==> config.mk <==
export PLATFORM = sky130hd
export DESIGN_NAME = spart_rx_fifo
export DESIGN_NICKNAME = d
export VERILOG_FILES = /design/src/rtl/spart_rx_fifo.sv
export SDC_FILE = /design/constraint.sdc
export NUM_CORES = 1
export LEC_CHECK = 0
export CAP_MARGIN = 20
export CORE_AREA = 10 10 169 140
export CTS_CLUSTER_DIAMETER = 50
export DETAILED_ROUTE_END_ITERATION = 10
export DIE_AREA = 0 0 179 150
export HOLD_SLACK_MARGIN = 0.08
export PLACE_DENSITY = 0.56
export SYNTH_ARGS = -nofsm -noshare
export SYNTH_HDL_FRONTEND = slang
export SYNTH_SLANG_ARGS = --single-unit
==> constraint.sdc <==
create_clock -name clk -period 6 [get_ports clk]
set_clock_uncertainty 0.2 [all_clocks]
set_input_delay 1.5 -clock clk [delete_from_list [all_inputs] [get_ports clk]]
set_output_delay 1.5 -clock clk [all_outputs]
set_load 0.01 [all_outputs]
==> src/rtl/spart_rx_fifo.sv <==
// spart_rx_fifo: receive-side byte FIFO between the SPART receiver and the
// processor bus. A two-state capture FSM takes one byte per RDA assertion,
// strobes rx_ack back to the receiver, and queues the byte. The processor
// pops data at ioaddr 00 and reads status {overrun, full, rda} at ioaddr 01.
// Optional macro RX_FIFO_THRESH_EN enables the registered rx_irq fill-level
// interrupt; without it rx_irq is tied low.
module spart_rx_fifo #(
   parameter int DEPTH_LOG2 = 4,
   parameter int THRESH     = 8
) (
   input  logic       clk,
   input  logic       rst_n,
   input  logic [7:0] rx_data,
   input  logic       rx_rda,
   output logic       rx_ack,
   input  logic       iocs,
   input  logic       iorw,
   input  logic [1:0] ioaddr,
   output logic [7:0] rd_data,
   output logic       rda,
   output logic       rx_irq
);

   localparam int DEPTH = 1 << DEPTH_LOG2;
   localparam logic [DEPTH_LOG2:0] DEPTH_C = (DEPTH_LOG2+1)'(DEPTH);

   typedef enum logic {IDLE, WAIT_CLR} state_e;

   state_e                  state_q, state_d;
   logic [7:0]              mem [DEPTH];
   logic [DEPTH_LOG2-1:0]   wr_ptr_q, wr_ptr_d;
   logic [DEPTH_LOG2-1:0]   rd_ptr_q, rd_ptr_d;
   logic [DEPTH_LOG2:0]     count_q, count_d;
   logic                    overrun_q, overrun_d;
   logic                    full, push_req, wr_en, data_rd, pop, stat_rd;

   assign full     = (count_q == DEPTH_C);
   assign rda      = (count_q != '0);
   assign data_rd  = iocs & iorw & (ioaddr == 2'b00);
   assign stat_rd  = iocs & iorw & (ioaddr == 2'b01);
   assign pop      = data_rd & rda;
   // One capture attempt per RDA assertion: only from IDLE.
   assign push_req = (state_q == IDLE) & rx_rda;
   // A pop in the same cycle frees a slot even when full.
   assign wr_en    = push_req & (~full | pop);
   // Ack is issued even when the byte is dropped so the receiver is freed;
   // held low while in reset.
   assign rx_ack   = push_req & rst_n;

   // Next-state: capture FSM, pointers, occupancy and sticky overrun.
   always_comb begin
      state_d   = state_q;
      wr_ptr_d  = wr_ptr_q;
      rd_ptr_d  = rd_ptr_q;
      count_d   = count_q;
      overrun_d = overrun_q;
      case (state_q)
         IDLE:     if (rx_rda)  state_d = WAIT_CLR;
         WAIT_CLR: if (!rx_rda) state_d = IDLE;
         default:  state_d = IDLE;
      endcase
      if (wr_en) wr_ptr_d = wr_ptr_q + 1'b1;
      if (pop)   rd_ptr_d = rd_ptr_q + 1'b1;
      case ({wr_en, pop})
         2'b10:   count_d = count_q + 1'b1;
         2'b01:   count_d = count_q - 1'b1;
         default: count_d = count_q;
      endcase
      // A status read clears overrun, but a new drop in that cycle wins.
      if (push_req && !wr_en) overrun_d = 1'b1;
      else if (stat_rd)       overrun_d = 1'b0;
   end

   // Control state registers.
   always_ff @(posedge clk or negedge rst_n) begin
      if (!rst_n) begin
         state_q   <= IDLE;
         wr_ptr_q  <= '0;
         rd_ptr_q  <= '0;
         count_q   <= '0;
         overrun_q <= 1'b0;
      end else begin
         state_q   <= state_d;
         wr_ptr_q  <= wr_ptr_d;
         rd_ptr_q  <= rd_ptr_d;
         count_q   <= count_d;
         overrun_q <= overrun_d;
      end
   end

   // Storage array; contents are don't-care after reset.
   always_ff @(posedge clk) begin
      if (wr_en) mem[wr_ptr_q] <= rx_data;
   end

   // Bus read mux: head byte on a pop, status word, otherwise zero.
   always_comb begin
      rd_data = 8'h00;
      if (pop)          rd_data = mem[rd_ptr_q];
      else if (stat_rd) rd_data = {5'b0, overrun_q, full, rda};
   end

`ifdef RX_FIFO_THRESH_EN
   localparam logic [DEPTH_LOG2:0] THRESH_C = (DEPTH_LOG2+1)'(THRESH);
   logic rx_irq_q;

   // Fill-level interrupt tracks the occupancy being loaded this edge.
   always_ff @(posedge clk or negedge rst_n) begin
      if (!rst_n) rx_irq_q <= 1'b0;
      else        rx_irq_q <= (count_d >= THRESH_C);
   end
   assign rx_irq = rx_irq_q;
`else
   assign rx_irq = 1'b0;
`endif

endmodule

# Word level (Yosys, flattened, before mapping)
# Memory sizes are Yosys's and may differ from the RTL's.
# Index checks and enable logic that the tools add are counted.
[word_totals]
register_bits = 15
ram_bits = 128
input_bits = 15
word_cells = 38
mem_count = 1
[mem_list]
columns = ["name", "depth", "width", "rd", "rd_ports_with_merged_regs", "write_ports", "line_no", "source"]
rows = [
  ["mem", 16, 8, 1, 0, 1, "30", "logic [7:0] mem [DEPTH];"],
]
[classes]
add_sub_neg = 4
n_eq_ne = 4
muxes = 8
bitwise_logic = 10
n_reduce_logical = 6
[op_table]
columns = ["operator", "count"]
rows = [
  ["$pmux W5 S2", 1],
  ["$add A4 B1 Y4 const B", 2],
  ["$mux W8", 1],
  ["$and A1 B1 Y1", 7],
  ["$add A5 B1 Y5 const B", 1],
  ["$eq A5 B5 Y1 const B", 1],
  ["$mux W1", 5],
  ["$reduce_bool A5 Y1", 1],
  ["$sub A5 B1 Y5 const B", 1],
  ["$eq A2 B1 Y1 const B", 2],
  ["$reduce_bool A2 Y1", 2],
  ["$mux W3", 1],
  ["$eq A2 B2 Y1 const B", 1],
  ["$logic_not A2 Y1", 1],
  ["$not A1 Y1", 2],
  ["$logic_and A1 B1 Y1", 1],
  ["$logic_not A1 Y1", 1],
  ["$or A1 B1 Y1", 1],
]

# Logic depth before layout (Yosys ltp)
# Gate-level depths: netlist of run 1.
[logic_depth]
ltp_word = 8
ltp_mapped = 11

# Worst setup path before layout of run 1
# No wires, ideal clock.
[synth_timing]
path_type = "input to output"
start = "in ioaddr[0]"
end = "out rd_data[3]"
arrival_ns = 2.302
path_slack_ns = 1.998
cell_stages = 3
cell_sequence = "nor4bb_1 buf_2 and3_1"
[synth_between]
elab_chain_cells = 4
[synth_lines]
columns = ["element", "line_no", "source"]
rows = [
  ["start: declaration", "18", "input logic [1:0] ioaddr,"],
  ["$logic_not A2 Y1", "39", "assign data_rd = iocs & iorw & (ioaddr == 2'b00);"],
  ["$and A1 B1 Y1", "39", ""],
  ["$and A1 B1 Y1", "41", "assign pop = data_rd & rda;"],
  ["$mux W8", "99", "if (pop) rd_data = mem[rd_ptr_q];"],
  ["end: declaration", "19", "output logic [7:0] rd_data,"],
]
# No other way between the ends.

# Final worst setup path of run 1
[layout_timing]
start = "in ioaddr[0]"
end = "out rd_data[2]"
[layout_between]
elab_chain_cells = 4
[layout_lines]
columns = ["element", "line_no"]
rows = [
  ["$eq A2 B1 Y1 / $logic_not A2 Y1 (equally long branches)", "40, 39"],
  ["$and A1 B1 Y1 (on tied branches)", "40, 39"],
  ["$mux W3 / $and A1 B1 Y1 (equally long branches)", "100, 41"],
  ["$mux W8 *", "99"],
]
# Every way passes the cells marked *; elsewhere a longest branch is shown, timed or not.

==> results by group, run 1 <==
Outcome
  • Status: finished, final reports clean

Logic synthesis
  • Top cell type's share of synthesized area: 64.51%
  • Syn Nets: 327
  • Synth async-reset ratio: 10.49%
  • Synthesized area per cell: 19.54 um^2
  • Post-Syn Area: 5958 um^2
  • Synth Flop Type: edfxtp_1
  • Yosys top cell by area: edfxtp_1
  • Top cells by area, synth: edfxtp_1, mux4_2, mux4_1
  • Unique cell type count in the Yosys netlist: 43
  • Synth Instances: 305
  • Seq cells post-synth: 143
  • Seq/Total Area, Yosys: 70.81%
  • Number of flops mapped to enable cells by yosys: 128
  • Yosys Warn Count: 0

Clock tree
  • Post-CTS Resized: 0
  • Post-CTS setup buffer count: 0
  • Worst-Skew Late Latency: 0.42 ns
  • Hold_buf cts: 0
  • H-tree levels: 4
  • CTS tree: built
  • Longest Clk Path Bufs: 2
  • Clk sinks: 143
  • Reg clk slew, reported paths: 0.06 ns
  • Inserted Clock Buffers: 17
  • Root buffer cell: clkbuf_16

Power
  • Combinational power share: 19.9%
  • Worst vdd ir: 0.1534 mV
  • Internal: 2156 uW
  • Clock share of power: 34.9%
  • Design Power: 2939 uW
  • P per Cell Area: 414.9 nW/um^2
  • Switching share of power: 26.64%
  • Switching pwr: 782.9 uW
  • Leakage: 0.002352 uW
  • Reg power frac: 45.3%

Critical path
  • Critical Path End Type: output pin
  • CP arrival: 3.36 ns
  • CP Data Required Time: 4.30 ns
  • Worst r2r src: count_q[1]
  • FF-to-FF setup slack: 2.97 ns
  • Worst-path fanout max: 7
  • CP Class: input port to output pin
  • CP Launch Point: ioaddr[0]
  • Startpoint class of the critical path: input port

Timing
  • Relative slew slack: 32.99%
  • Least-Margin Pin Slew: 1.001 ns
  • Post-layout min period: 5.057 ns
  • Setup tns final: 0 ns
  • Final Hold Fails: 0
  • Tcrit/Tclk final: 84.28%
  • Fmax: 197.8 MHz
  • Final setup violation count: 0
  • RSZ-0062 raised after global routing: false
  • Final slew viol count: 0

Placed design
  • DP HPWL: 7885 um
  • Port bufs: 24
  • Routability congestion estimate: 0.7658
  • Placed Cells: 590

Final layout
  • Area Overhead vs Synth: 18.88%
  • Final core occ: 34.91%
  • Non-Filler Instances: 622
  • Most common cell after layout, fill and taps aside: edfxtp_1
  • Most frequent cells in the layout: edfxtp_1, mux4_2, clkdlybuf4s50_1, clkbuf_16, mux4_1
  • Share of layout cells above drive strength 1: 17.56%
  • Layout Nets: 363
  • # diodes: 0
  • Filler cells: 1874

Drt
  • Overall routed net length: 12600 um
  • DR WL/cell: 20.26 um
  • Iter 0 DRT Violations: 256
  • Via Count: 2921
  • # DRC: 0
  • 1st-pass router iterations: 5
  • Vias per cell: 4.696
  • Antenna viol nets, final: 0

Die
  • Core ar.: 20290 um^2
  • FP Rows: 47
  • I/O pin total: 26
  • Die height: 150 um
  • Initial core utilization: 29.37%
  • Die area: 26850 um^2
  • Die X: 179 um

Hold path
  • Hold/Removal Path Class: flop to flop
  • Hold path start: wr_ptr_q[3]

Global routing
  • First-pass GRT wire length: 18790 um
  • GRT Resource Usage Total: 9.754%
  • Vias in the first global route: 2999
  • Grt ovf: 0
  • Largest net degree at the start of global routing: 32
  • Antenna violations before repair: 0

Job
  • Max-cap viol count: 0
-- cell usage after synthesis, types with 2 or more instances --
cell type and n:
edfxtp_1 128, mux4_2 24, dfrtp_1 15, mux4_1 15, and2_1 13, nand2_1 13
nor2_1 12, inv_1 8, xnor2_1 8, ha_1 7, and3_1 6, a21oi_1 4
buf_2 4, o21ai_0 4, a31oi_1 3, buf_6 3, nand3_1 3, clkbuf_1 2
clkbuf_4 2, mux2_2 2, nand4_1 2, nor2b_1 2, nor3_1 2, o211a_1 2
o32ai_1 2, xor2_1 2
-- final cells by class --
| class | count | area (um^2) | share of cell area [%] |
|---|---|---|---|
| Sequential cell | 143 | 4222 | 59.60 |
| Multi-Input combinational cell | 141 | 1617 | 22.82 |
| Clock buffer | 18 | 429.2 | 6.059 |
| Tap cell | 269 | 336.6 | 4.752 |
| Timing Repair Buffer | 30 | 301.5 | 4.257 |
| Clock inverter | 13 | 147.6 | 2.084 |
| Inverter | 8 | 30.03 | 0.4240 |
-- flip-flops by register name, summed over array words and instances (netlist names) --
signal,cells
wr_ptr_q,4
count_q,5
state_q,1
overrun_q,1
mem,128
rd_ptr_q,4
-- kinds of logic after synthesis --
kind of cell / share of synthesized area, %
compound gates: 2.436
simple gates: 5.355
fa+ha+maj: 1.470
other cells: 0.06294
mux: 16.23
flops: 70.81
xor+xnor: 1.470
buf+inv: 2.163
-- worst max-delay path, cell delays in order --
cell and delay (ns):
clkdlybuf4s50_1 0.53, nand4bb_1 0.33, nor2_1 0.27, a32o_1 0.18, clkdlybuf4s50_1 0.54
-- routing by layer --
metal	vias up	global-route usage, %	routed length (um)
met5	-	0	0
met3	16	2.745	708
met1	1499	12.44	5573
met2	93	15.34	6135
met4	0	3.962	183
li1	1313	-	-
-- stage by stage --
stage | hold WS [ns] | worst slack, ns | area (um^2)
2_1_floorplan | 0.2996 | 1.998 | 5958
4_1_cts | 0.3617 | 0.9501 | 7072
3_5_place_dp | 0.3537 | 0.9570 | 6495
3_3_place_gp | 0.3226 | 0.9999 | 6495
5_1_grt | 0.3821 | 0.8594 | 7083
6_report | 0.3710 | 0.9433 | 7083
-- power groups by stage --
stage                     registers [uW]  clock network [uW]  logic (uW)
final                               1330                1020         584
after detailed placement            1350                   0         589
after floorplan                     1240                   0         523
after CTS                           1330                1050         592
after global routing                1350                1090         629
after global placement              1350                   0         588
-- final timing paths --
path                               endpoint  cells past startpoint
worst min register to register  wr_ptr_q[3]                      1
worst min-delay path            wr_ptr_q[3]                      1
worst max-delay path             rd_data[2]                      5
worst max register to register   count_q[4]                     11
min in group asynchronous         overrun_q                      2
max in group asynchronous       rd_ptr_q[2]                      2
Note: power is estimated with default switching activity, not from simulation.
==> inputs of run 2 (changes only) <==
- PLACE_DENSITY: 0.56 -> 0.57
- clock period: 6 -> 4.14 ns (I/O delays scaled with it)
==> results by group, run 2 (synthesis results as in run 1) <==
Outcome
  • Status: finished, final reports clean

Critical path
  • FF-to-FF setup slack: 1.09 ns (-1.88 ns)
  • Worst r2r src: count_q[1]
  • CP arrival: 2.89 ns (-0.47 ns)
  • Worst path cell trace: buf_8, mux4_1, mux4_2, o211a_1, clkdlybuf4s50_1
  • Crit-path slowest cell: mux4_1
  • Reg2reg end: count_q[4]
  • Worst-path fanout max: 8 (+1)
  • CP top delay family: multiplexers
  • WP buf/inv: 2 (unchanged)
  • Startpoint class of the critical path: flop
  • Crit-path max cell delay: 0.61 ns (+0.07 ns)
  • CP Data Required Time: 2.90 ns (-1.40 ns)
  • CP Class: flop to output pin
  • Number of cells on the worst reg-to-reg path: 11 (unchanged)
  • Critical Path End Type: output pin

Final layout
  • Non-Filler Instances: 636 (+2.3%)
  • Max reg flops: 128 (unchanged)
  • # diodes: 0 (unchanged)
  • Area Overhead vs Synth: 20.12%
  • Final core occ: 35.28% (+0.36 points)
  • FF/Latch Area: 4220 um^2 (about the same)
  • Most frequent cells in the layout: edfxtp_1, mux4_2, clkdlybuf4s50_1, clkbuf_16
  • Multi-input logic area: 1607 um^2 (-0.62%)
  • Biggest regs: mem: 128 flops, count_q: 5 flops
  • Most common cell after layout, fill and taps aside: edfxtp_1
  • Layout Nets: 376 (+3.6%)
  • Share of layout cells above drive strength 1: 21.25% (+3.7 points)
  • Filler cells: 1880 (+0.32%)
  • Largest Register: mem

Drt
  • # DRC: 0 (unchanged)
  • Vias per cell: 4.646 (-1.1%)
  • 1st-pass router iterations: 5 (unchanged)
  • Antenna viol nets, final: 0 (unchanged)
  • Iter 0 DRT Violations: 161 (-37%)
  • DR WL/cell: 19.17 um (-5.4%)
  • Overall routed net length: 12190 um (-3.3%)
  • Via Count: 2955 (+1.2%)

Timing
  • Post-layout min period: 4.122 ns
  • Final WS setup: 0.01840 ns (-0.9249 ns)
  • Fmax: 242.6 MHz
  • Final Hold Fails: 0 (unchanged)
  • Final slew viol count: 0 (unchanged)
  • Tcrit/Tclk final: 99.56%
  • Least-Margin Pin Slew: 0.6989 ns (-0.3025 ns)
  • Relative slew slack: 53.23% (+20 points)
  • Final setup violation count: 0 (unchanged)
  • RSZ-0062 raised after global routing: true

Hold path
  • Hold/Removal Path Class: flop to flop
  • Hold Path Depth: 1 (unchanged)
  • Hold path start: wr_ptr_q[3]
  • Hold Path End: wr_ptr_q[3]

Die
  • Die height: 150 um (unchanged)
  • Die X: 179 um (unchanged)
  • Die area: 26850 um^2 (unchanged)
  • Initial core utilization: 29.37% (unchanged)
  • I/O pin total: 26 (unchanged)
  • FP Rows: 47 (unchanged)
  • Core ar.: 20290 um^2 (unchanged)

Placed design
  • Routability congestion estimate: 0.7568 (-1.2%)
  • Placed Cells: 599 (+1.5%)
  • Port bufs: 24 (unchanged)
  • DP HPWL: 7950 um (+0.83%)
  • Placement Setup Slack: 0.06152 ns (-0.8954 ns)

Power
  • P per Cell Area: 592.4 nW/um^2 (+43%)
  • Internal: 3050 uW (+41%)
  • Switching share of power: 28.07% (+1.4 points)
  • Leakage: 0.002465 uW (+4.8%)
  • Combinational power share: 25.9% (+6.0 points)
  • Reg power frac: 43.0% (-2.3 points)
  • Worst vdd ir: 0.2930 mV (+91%)
  • Clock share of power: 31.1% (-3.8 points)
  • Design Power: 4240 uW (+44%)
  • Switching pwr: 1190 uW (+52%)

Global routing
  • GRT Resource Usage Total: 9.644% (-0.11 points)
  • Vias in the first global route: 3108 (+3.6%)
  • First-pass GRT wire length: 19030 um (+1.3%)
  • Antenna violations before repair: 0 (unchanged)
  • Largest net degree at the start of global routing: 32 (unchanged)
  • Grt ovf: 0 (unchanged)

Clock tree
  • Longest Clk Path Bufs: 2 (unchanged)
  • Clk sinks: 143 (unchanged)
  • CTS tree: built
  • Inserted Clock Buffers: 17 (unchanged)
  • Reg clk slew, reported paths: 0.06 ns (about the same)
  • H-tree levels: 4 (unchanged)
  • Worst-Skew Late Latency: 0.41 ns (about the same)
  • Root buffer cell: clkbuf_16

Job
  • Max-cap viol count: 0 (unchanged)
[run 2: changes by cell type in the layout (fill, tap and decap cells not counted), sizes merged, moves of 3 or more]
cell,previous run,this run
buf,6,19
bufinv,3,0
dlymetal6s2s,0,4
clkdlybuf4s50,24,19
[run 2: repair_timing]
action                                  4_1_cts  5_1_grt
hold buffers                                  0        0
gates resized for setup                       6        7
cloned                                        1        0
pin swaps                                     0        0
setup buffers                                 2        2
endpoints found under the setup margin        6        7
[run 2: worst max-delay path by stage]
stage	startpoint	endpoint	slack (ns)	depth (start not counted)
floorplan	rd_ptr_q[0]	rd_data[0]	1.03	5
global placement	iorw	rd_data[7]	0.12	5
detailed placement	iorw	rd_data[7]	0.06	5
CTS	rd_ptr_q[0]	rd_data[1]	-0.03	5
global route	rd_ptr_q[0]	rd_data[0]	-0.04	5
finish	rd_ptr_q[0]	rd_data[1]	0.02	5
[run 2: final cells by class]
cell class | instances | area share (%)
Timing Repair Buffer | 43 | 6.381
Clock inverter | 13 | 1.031
Multi-Input combinational cell | 141 | 22.45
Sequential cell | 143 | 58.97
Inverter | 8 | 0.4196
Tap cell | 269 | 4.703
Clock buffer | 19 | 6.049
[run 2: power by group through the flow]
stage                     combinational [uW]  sequential, uW  clock, uW
after detailed placement                1010            1850          0
after global routing                    1190            1840       1420
final                                   1100            1820       1320
after floorplan                          758            1800          0
after global placement                  1000            1840          0
after CTS                               1090            1820       1340
[run 2: worst reg2reg max path: stages (launching register included)]
cell and delay [ns]:
dfrtp_1 0.45, or4_1 0.61, nor2_1 0.16, inv_1 0.23, nand3_1 0.18, o21ai_0 0.10
ha_1 0.24, o31a_1 0.24, nor3_1 0.22, a21oi_1 0.11, o32ai_1 0.13, a21o_1 0.11
[run 2: metrics by stage]
stage | setup TNS [ns] | hold slack (ns) | area, um^2
final | 0 | 0.3492 | 7157
after global placement | 0 | 0.3265 | 6574
after CTS | -0.02570 | 0.3615 | 7127
after detailed placement | 0 | 0.3550 | 6574
after floorplan | 0 | 0.2996 | 5958
after global routing | -0.07351 | 0.3733 | 7157
[run 2: metal layers]
layer	vias up	track usage (%)	part of all wire (%)
met5	-	0	0
met4	0	4.705	2.0
met3	20	2.266	2.6
met2	49	14.41	47
met1	1546	12.92	48
li1	1340	-	-
